## config.mk

```make
export PLATFORM = sky130hd
export DESIGN_NAME = rangefinder_sopc_sys_info
export DESIGN_NICKNAME = d
export VERILOG_FILES = /design/src/rtl/sys_info_pkg.sv /design/src/rtl/sys_info_rd_pipe.sv /design/src/rtl/rangefinder_sopc_sys_info.sv
export SDC_FILE = /design/constraint.sdc
export NUM_CORES = 1
export LEC_CHECK = 0
export CAP_MARGIN = 20
export CORE_MARGIN = 5
export CORE_UTILIZATION = 42
export DETAILED_ROUTE_END_ITERATION = 10
export HOLD_SLACK_MARGIN = 0.12
export PLACE_DENSITY = 0.73
export SLEW_MARGIN = 10
export SYNTH_ARGS = -nofsm -noshare
export SYNTH_HDL_FRONTEND = slang
export SYNTH_SLANG_ARGS = --single-unit
```

## constraint.sdc

```tcl
create_clock -name clock -period 0.8 [get_ports clock]
set_input_delay 0.24 -clock clock [delete_from_list [all_inputs] [get_ports clock]]
set_output_delay 0.24 -clock clock [all_outputs]
set_load 0.01 [all_outputs]
```

## src/rtl/sys_info_pkg.sv

```systemverilog
// sys_info_pkg: word map, STATUS bit indices and CAPS layout shared by the sys_info slave
package sys_info_pkg;
  localparam logic [2:0] ADDR_ID      = 3'd0;
  localparam logic [2:0] ADDR_TS      = 3'd1;
  localparam logic [2:0] ADDR_UP_LO   = 3'd2;
  localparam logic [2:0] ADDR_UP_HI   = 3'd3;
  localparam logic [2:0] ADDR_SCRATCH = 3'd4;
  localparam logic [2:0] ADDR_CAPS    = 3'd5;
  localparam logic [2:0] ADDR_STATUS  = 3'd6;
  localparam logic [2:0] ADDR_RSVD    = 3'd7;
  localparam int ST_WRAP  = 0;
  localparam int ST_RO_WR = 1;
  localparam int CAPS_LAT_LSB = 0;
  localparam int CAPS_W_LSB   = 4;
  localparam int CAPS_PRESENT = 31;
  function automatic logic [31:0] caps_word(input int lat, input int w, input logic present);
    logic [31:0] c;
    c = '0;
    c[CAPS_LAT_LSB+:4] = 4'(lat);
    c[CAPS_W_LSB+:7] = present ? 7'(w) : 7'd0;
    c[CAPS_PRESENT] = present;
    return c;
  endfunction
endpackage

```

## src/rtl/sys_info_rd_pipe.sv

```systemverilog
// sys_info_rd_pipe: fixed-depth valid/data shift pipeline for read responses, flushed by reset
module sys_info_rd_pipe #(
  parameter int DEPTH = 1,
  parameter int W = 32
) (
  input  logic         clock,
  input  logic         reset_n,
  input  logic         in_valid,
  input  logic [W-1:0] in_data,
  output logic         out_valid,
  output logic [W-1:0] out_data
);
  logic [DEPTH-1:0] v;
  logic [W-1:0] d [DEPTH];
  // shift responses toward the output; data is zeroed in bubbles so the output is 0 whenever invalid
  always_ff @(posedge clock or negedge reset_n) begin
    if (!reset_n) begin
      v <= '0;
      for (int i = 0; i < DEPTH; i++) d[i] <= '0;
    end else begin
      v[0] <= in_valid;
      d[0] <= in_valid ? in_data : '0;
      for (int i = 1; i < DEPTH; i++) begin
        v[i] <= v[i-1];
        d[i] <= d[i-1];
      end
    end
  end
  assign out_valid = v[DEPTH-1];
  assign out_data = d[DEPTH-1];
endmodule

```

## src/rtl/rangefinder_sopc_sys_info.sv

```systemverilog
// rangefinder_sopc_sys_info: Avalon-MM build ID/uptime/scratch/status slave; define SYS_INFO_UPTIME_EN to build the uptime counter
module rangefinder_sopc_sys_info
  import sys_info_pkg::*;
#(
  parameter logic [31:0] SYSTEM_ID = 32'h1312_AB79,
  parameter logic [31:0] TIMESTAMP = 32'h5000_0000,
  parameter int UPTIME_W = 48,
  parameter int READ_LATENCY = 1
) (
  input  logic        clock,
  input  logic        reset_n,
  input  logic [2:0]  address,
  input  logic        read,
  input  logic        write,
  input  logic [31:0] writedata,
  input  logic [3:0]  byteenable,
  output logic [31:0] readdata,
  output logic        readdatavalid
);
  logic rd_acc, ro_wr, wrap_set;
  logic [1:0] status, set, clr;
  logic [31:0] scratch, up_lo, up_hi, rd_data;
  assign rd_acc = read && !write;
  assign ro_wr = write && address != ADDR_SCRATCH && address != ADDR_STATUS;
  assign clr = (write && address == ADDR_STATUS && byteenable[0]) ? writedata[1:0] : 2'b00;
`ifdef SYS_INFO_UPTIME_EN
  localparam logic PRESENT = 1'b1;
  logic [UPTIME_W-1:0] uptime;
  logic [UPTIME_W-33:0] shadow;
  // free-running uptime; an accepted LO read snapshots the upper bits so the following HI read is coherent
  always_ff @(posedge clock or negedge reset_n) begin
    if (!reset_n) begin
      uptime <= '0;
      shadow <= '0;
    end else begin
      uptime <= uptime + UPTIME_W'(1);
      if (rd_acc && address == ADDR_UP_LO) shadow <= uptime[UPTIME_W-1:32];
    end
  end
  assign up_lo = uptime[31:0];
  assign up_hi = 32'(shadow);
  assign wrap_set = &uptime;
`else
  localparam logic PRESENT = 1'b0;
  assign up_lo = '0;
  assign up_hi = '0;
  assign wrap_set = 1'b0;
`endif
  localparam logic [31:0] CAPS = caps_word(READ_LATENCY, UPTIME_W, PRESENT);
  // sticky status event sources
  always_comb begin
    set = '0;
    set[ST_WRAP] = wrap_set;
    set[ST_RO_WR] = ro_wr;
  end
  // word-map read mux, sampled in the accept cycle
  always_comb begin
    case (address)
      ADDR_ID:      rd_data = SYSTEM_ID;
      ADDR_TS:      rd_data = TIMESTAMP;
      ADDR_UP_LO:   rd_data = up_lo;
      ADDR_UP_HI:   rd_data = up_hi;
      ADDR_SCRATCH: rd_data = scratch;
      ADDR_CAPS:    rd_data = CAPS;
      ADDR_STATUS:  rd_data = 32'(status);
      default:      rd_data = '0;
    endcase
  end
  // byte-enabled scratch and W1C status where a same-cycle set beats the clear
  always_ff @(posedge clock or negedge reset_n) begin
    if (!reset_n) begin
      scratch <= '0;
      status <= '0;
    end else begin
      if (write && address == ADDR_SCRATCH)
        for (int i = 0; i < 4; i++) if (byteenable[i]) scratch[8*i+:8] <= writedata[8*i+:8];
      status <= (status & ~clr) | set;
    end
  end
  sys_info_rd_pipe #(.DEPTH(READ_LATENCY), .W(32)) u_rd_pipe (
    .clock(clock),
    .reset_n(reset_n),
    .in_valid(rd_acc),
    .in_data(rd_data),
    .out_valid(readdatavalid),
    .out_data(readdata)
  );
endmodule

```

Word level (Yosys, flattened, before mapping)
Index checks and enable logic that the tools add are counted.
{ "op_classes": {"n_eq_ne": 6, "n_mux": 3, "bitwise": 3, "reduce_logical": 12} }
{ "op_table": {"columns": ["operator", "n"], "rows": [
  ["32-bit one-hot mux with 5 select lines", 1],
  ["32-bit 2-to-1 mux", 1],
  ["3-bit == test (second input constant)", 3],
  ["2-bit AND reduction", 4],
  ["1-bit logical AND", 6],
  ["3-bit inequality test (second input constant)", 2],
  ["3-bit by 1-bit == test with 1-bit output (second input constant)", 1],
  ["3-bit logical NOT", 1],
  ["2-bit bitwise AND", 1],
  ["2-bit 2-to-1 mux", 1],
  ["2-bit inverter", 1],
  ["2-bit bitwise OR", 1],
  ["1-bit logical NOT", 1]
]} }
{ "word_totals": {"regBits": 67, "output_inout_bits": 33} }

Depth between registers and ports, before layout
Gate-level depths: netlist (run 1).
{ "logic_depth": {"ltp_word": 7, "mapped_depth": 6, "depth_no_buf": 3} }

Hierarchy
From an unflattened synthesis (run 1), not the netlist that was laid out.
{ "unflattened": {"hier_cells": 208, "area_unflattened_um2": 2711.4} }
{ "by_module_without_submodules": {"columns": ["module", "n_inst", "cells_each", "area_per_inst_um2"], "rows": [
  ["rangefinder_sopc_sys_info", 1, 140, 1630.3],
  ["sys_info_rd_pipe", 1, 68, 1081.0]
]} }

Worst setup path before layout (run 1)
OpenSTA, ideal clock, no wires.
{ "synth_path": {"kind": "input to register", "start": "input port address[2]", "end": "register scratch[0]", "setup_time_ns": 0.128, "arrival_ns": 1.265, "slack_ns": -0.593, "cell_stages": 5, "n_path_buf": 2, "cell_sequence": "buf_2 nor4bb_1 buf_2 nand2_2 mux2_1"} }
{ "synth_via": {"elab_chain_cells": 3} }
{ "synth_lines": {"columns": ["item", "line", "text"], "rows": [
  ["start, declared", "rangefinder_sopc_sys_info.sv:12", "input logic [2:0] address,"],
  ["3-bit == test", "rangefinder_sopc_sys_info.sv:75", "if (write && address == ADDR_SCRATCH)"],
  ["1-bit logical AND", "rangefinder_sopc_sys_info.sv:75", null],
  ["2-bit AND reduction (no line)", null, null],
  ["end signal, assigned", "rangefinder_sopc_sys_info.sv:72", "scratch <= '0;"],
  ["end, declared", "rangefinder_sopc_sys_info.sv:22", "logic [31:0] scratch, up_lo, up_hi, rd_data;"]
]} }
No other way between the ends.
A chain may end at the register's enable or synchronous reset.

Worst setup path after layout (run 1)
{ "layout_path": {"start": "input port write", "end": "register u_rd_pipe.d, in the netlist u_rd_pipe.out_data[26]"} }
{ "layout_via": {"elab_chain_cells": 3} }
{ "layout_lines": {"columns": ["item", "line", "text"], "rows": [
  ["start, declared", "rangefinder_sopc_sys_info.sv:14", "input logic write,"],
  ["1-bit logical NOT", "rangefinder_sopc_sys_info.sv:23", "assign rd_acc = read && !write;"],
  ["1-bit logical AND", "rangefinder_sopc_sys_info.sv:23", null],
  ["32-bit 2-to-1 mux", "sys_info_rd_pipe.sv:22", "d[0] <= in_valid ? in_data : '0;"],
  ["end signal, assigned by index", "sys_info_rd_pipe.sv:25", "d[i] <= d[i-1];"],
  ["end, declared", "sys_info_rd_pipe.sv:14", "logic [W-1:0] d [DEPTH];"]
]} }
No other way between the ends.

==> results.py, run 1 <==
metrics = {
    "critical_path": {
        "path_cells": "buf_6, or4b_4, nor2_4, and2_4",
        "endpoint_kind": "flip-flop",
        "crit_buf_inv": 1,
        "cp_top_family": "simple AND/OR/NAND/NOR gates",
        "start_kind": "primary input",
        "required_ns": 1.07,
        "critPathMaxFanout": 7,
        "path_class": "in2reg",
        "crit_arrival_ns": 1.37,
        "cp_slowest_cell": "or4b_4",
        "max_stage_delay_ns": 0.64,
    },
    "sta": {
        "setup_slack_ns": -0.299,
        "drv_slew": 0,
        "finalHoldViolCount": 0,
        "setup_viol": 94,
        "slew_headroom_pct": 84.4,
        "finalCritPeriodShare_pct": 137,
        "fin_skew_ns": 0.00383,
        "fmax_ghz": 0.910,
        "tightest_slew_ns": 0.234,
        "rsz0062_at_grt": "true",
        "min_period_ns": 1.10,
        "fin_setup_tns_ns": -24.25,
    },
    "route": {
        "vias": 1691,
        "firstDrtPassIters": 4,
        "detail_route.wl_per_cell_um": 16.8,
        "totalWireLength_um": 5910,
        "drc": 0,
        "drt_iter0_drc": 23,
        "antenna_left": 0,
        "post_drt_via_cell_ratio": 4.82,
    },
    "global_route": {
        "antenna_found_initial": 0,
        "grt_max_degree": 45,
        "grt_first_pass_wirelength_um": 8890,
        "grt_pass1_vias": 1809,
        "overflow": 0,
        "grtUsageTotal_pct": 15.9,
    },
    "status": {
        "outcome": "finished with violations",
        "failed_checks": "setup timing",
    },
    "yosys": {
        "ys_ff_latch": 67,
        "synth_edf_count": 0,
        "synth.top_cells.by_count": "67 x dfrtp_1, 32 x mux2_1, 17 x inv_1",
        "yosysSeqAreaShare_pct": 67.3,
        "synth_cell_types": 24,
        "mappedNetlistNets": 220,
        "post-synth-top-count-cell": "dfrtp_1",
        "synth.area.top_cells": "dfrtp_1 67%, mux2_1 14%, and2_1 3.8%",
        "yosys.area.top_type": "dfrtp_1",
        "post_synth.cell_area_avg_um2": 14.1,
        "synthesis.area_um2": 2490,
        "synthArstFlopShare_pct": 100,
        "yosys.area.top_type_share_pct": 67.3,
        "syn-instance-count": 177,
        "synth_ff_type": "dfrtp_1",
        "yosysWarnings": 0,
    },
    "placed_design": {
        "hpwl_um": 3710,
        "dp_slack_ns": -1.06,
        "place.gp.congestion": 0.769,
        "portBuffers": 75,
    },
    "clock_network": {
        "clkSinkCount": 67,
        "cts_root_buf": "clkbuf_8",
        "cts-htree-levels": 3,
        "cts_buffer_depth": 2,
        "clk_pin_slew_ns": 0.07,
        "cts_buffers": 9,
        "cts_tree": "built",
        "clk_latency_ns": 0.33,
    },
    "floorplan": {
        "die_h_um": 87.0,
        "die_w_um": 87.0,
        "row_count": 28,
        "start_util_pct": 42.6,
        "ios": 76,
        "dieArea_um2": 7570,
        "coreArea_um2": 5850,
    },
    "flow_run": {
        "cap_violations": 0,
    },
    "power_and_ir_drop": {
        "max-vdd-ir-drop_mv": 1.49,
        "p_leak_uw": 0.00196,
        "powerDensity_nw_per_um2": 2100,
    },
    "min_path": {
        "holdCritPathClass": "in2reg",
    },
    "layout": {
        "num_antenna_cells": 0,
        "post_route_cells_drive_above_1_share_pct": 46.0,
        "finalCoreUtilization_pct": 64.7,
        "fin_nets": 316,
        "syn_to_final_growth_pct": 51.9,
    },
}
## power breakdown
part / switching [µW] / leakage, µW / internal (µW)
sequential: 228 / 0.000870 / 3810
clock: 1150 / 0.0000936 / 1430
combinational: 474 / 0.00100 / 841
total: 1850 / 0.00196 / 6080
## metrics by stage
step / total power [µW] / cells / hold slack, ns / cell area, µm²
after global placement: 5020 / 331 / 0.242 / 3460
after global routing: 8320 / 351 / 0.222 / 3780
after floorplan: 4540 / 177 / -0.0556 / 2580
after detailed placement: 5060 / 331 / 0.240 / 3460
after CTS: 7900 / 349 / 0.225 / 3690
final: 7940 / 351 / 0.238 / 3780
## final timing paths
kind | cells after the start | startpoint | to | slack, ns
max reg2reg | 1 | scratch[28]$_DFFE_PN0P_ | scratch[28]$_DFFE_PN0P_ | 0.03
max | 4 | write | u_rd_pipe.out_data[26]$_DFF_PN0_ | -0.30
min reg2reg | 1 | scratch[23]$_DFFE_PN0P_ | u_rd_pipe.out_data[23]$_DFF_PN0_ | 0.48
max in group asynchronous | 3 | reset_n | u_rd_pipe.out_data[27]$_DFF_PN0_ | 0.12
min in group asynchronous | 3 | reset_n | scratch[5]$_DFFE_PN0P_ | 0.44
min | 3 | address[1] | u_rd_pipe.out_data[30]$_DFF_PN0_ | 0.24
## sequential cells by signal, indices dropped and copies added, names as in the netlist
| name | count |
|---|---|
| scratch | 32 |
| status | 2 |
| u_rd_pipe.out_data | 32 |
| u_rd_pipe.out_valid | 1 |
## routing by layer
metal,share of wire [%],track usage (%)
met4,2.1,8.36
met2,50,24.3
met1,40,20.1
met3,7.7,5.20
met5,0,0
## layout by cell type, fill, tap and decap left out, types with 3 or more instances in the layout
master / count
mux2_4: 32
nor3_1: 3
and2_4: 4
buf_4: 9
nand2_8: 4
clkdlybuf4s50_1: 35
buf_12: 3
and2_1: 11
inv_1: 16
buf_6: 6
clkbuf_8: 13
dfrtp_1: 67
a21oi_2: 12
buf_2: 33
## what timing repair did
item,4_1_cts,5_1_grt
pin swaps,15,10
cloned,2,0
endpoints found under the hold margin,67,0
setup buffers,1,3
endpoints found under the setup margin,100,95
resized for setup,198,19
hold buffers,1,0
## cells by family (layout without fill, tap and decap cells)
logic type / count (synthesis) / in the layout / share of synthesized area (%)
compound gates: 19 / 19 / 4.07
buf+inv: 24 / 122 / 4.67
flops: 67 / 67 / 67.3
mux: 33 / 33 / 14.9
simple gates: 34 / 35 / 9.09
## layout make-up
| cell class | count | area, µm² |
|---|---|---|
| repair buffers | 91 | 787 |
| well taps | 75 | 93.8 |
| multi-input cells | 87 | 971 |
| fillers | 421 | 2070 |
| clock inverters | 1 | 7.51 |
| inverters | 17 | 68.8 |
| clock buffers | 13 | 179 |
| flip-flops and latches | 67 | 1680 |
Power figures use the tool's default switching activity.
==> run 2: changes to the inputs <==
--- a/config.mk
+++ b/config.mk
@@ -9,6 +9,7 @@
 export CORE_MARGIN = 5
 export CORE_UTILIZATION = 42
 export DETAILED_ROUTE_END_ITERATION = 10
+export GPL_ROUTABILITY_DRIVEN = 1
 export HOLD_SLACK_MARGIN = 0.12
 export PLACE_DENSITY = 0.73
 export SLEW_MARGIN = 10
==> results of run 2 <==
No change in the layout: final DEF, timing and power equal those of run 1.
==> run 3: changes to the inputs <==
--- a/config.mk
+++ b/config.mk
@@ -8,6 +8,7 @@
 export CAP_MARGIN = 20
 export CORE_MARGIN = 5
 export CORE_UTILIZATION = 42
+export CTS_CLUSTER_DIAMETER = 30
 export DETAILED_ROUTE_END_ITERATION = 10
 export GPL_ROUTABILITY_DRIVEN = 1
 export HOLD_SLACK_MARGIN = 0.12
==> results of run 3 <==
No change in the layout: final DEF, timing and power equal those of run 1.
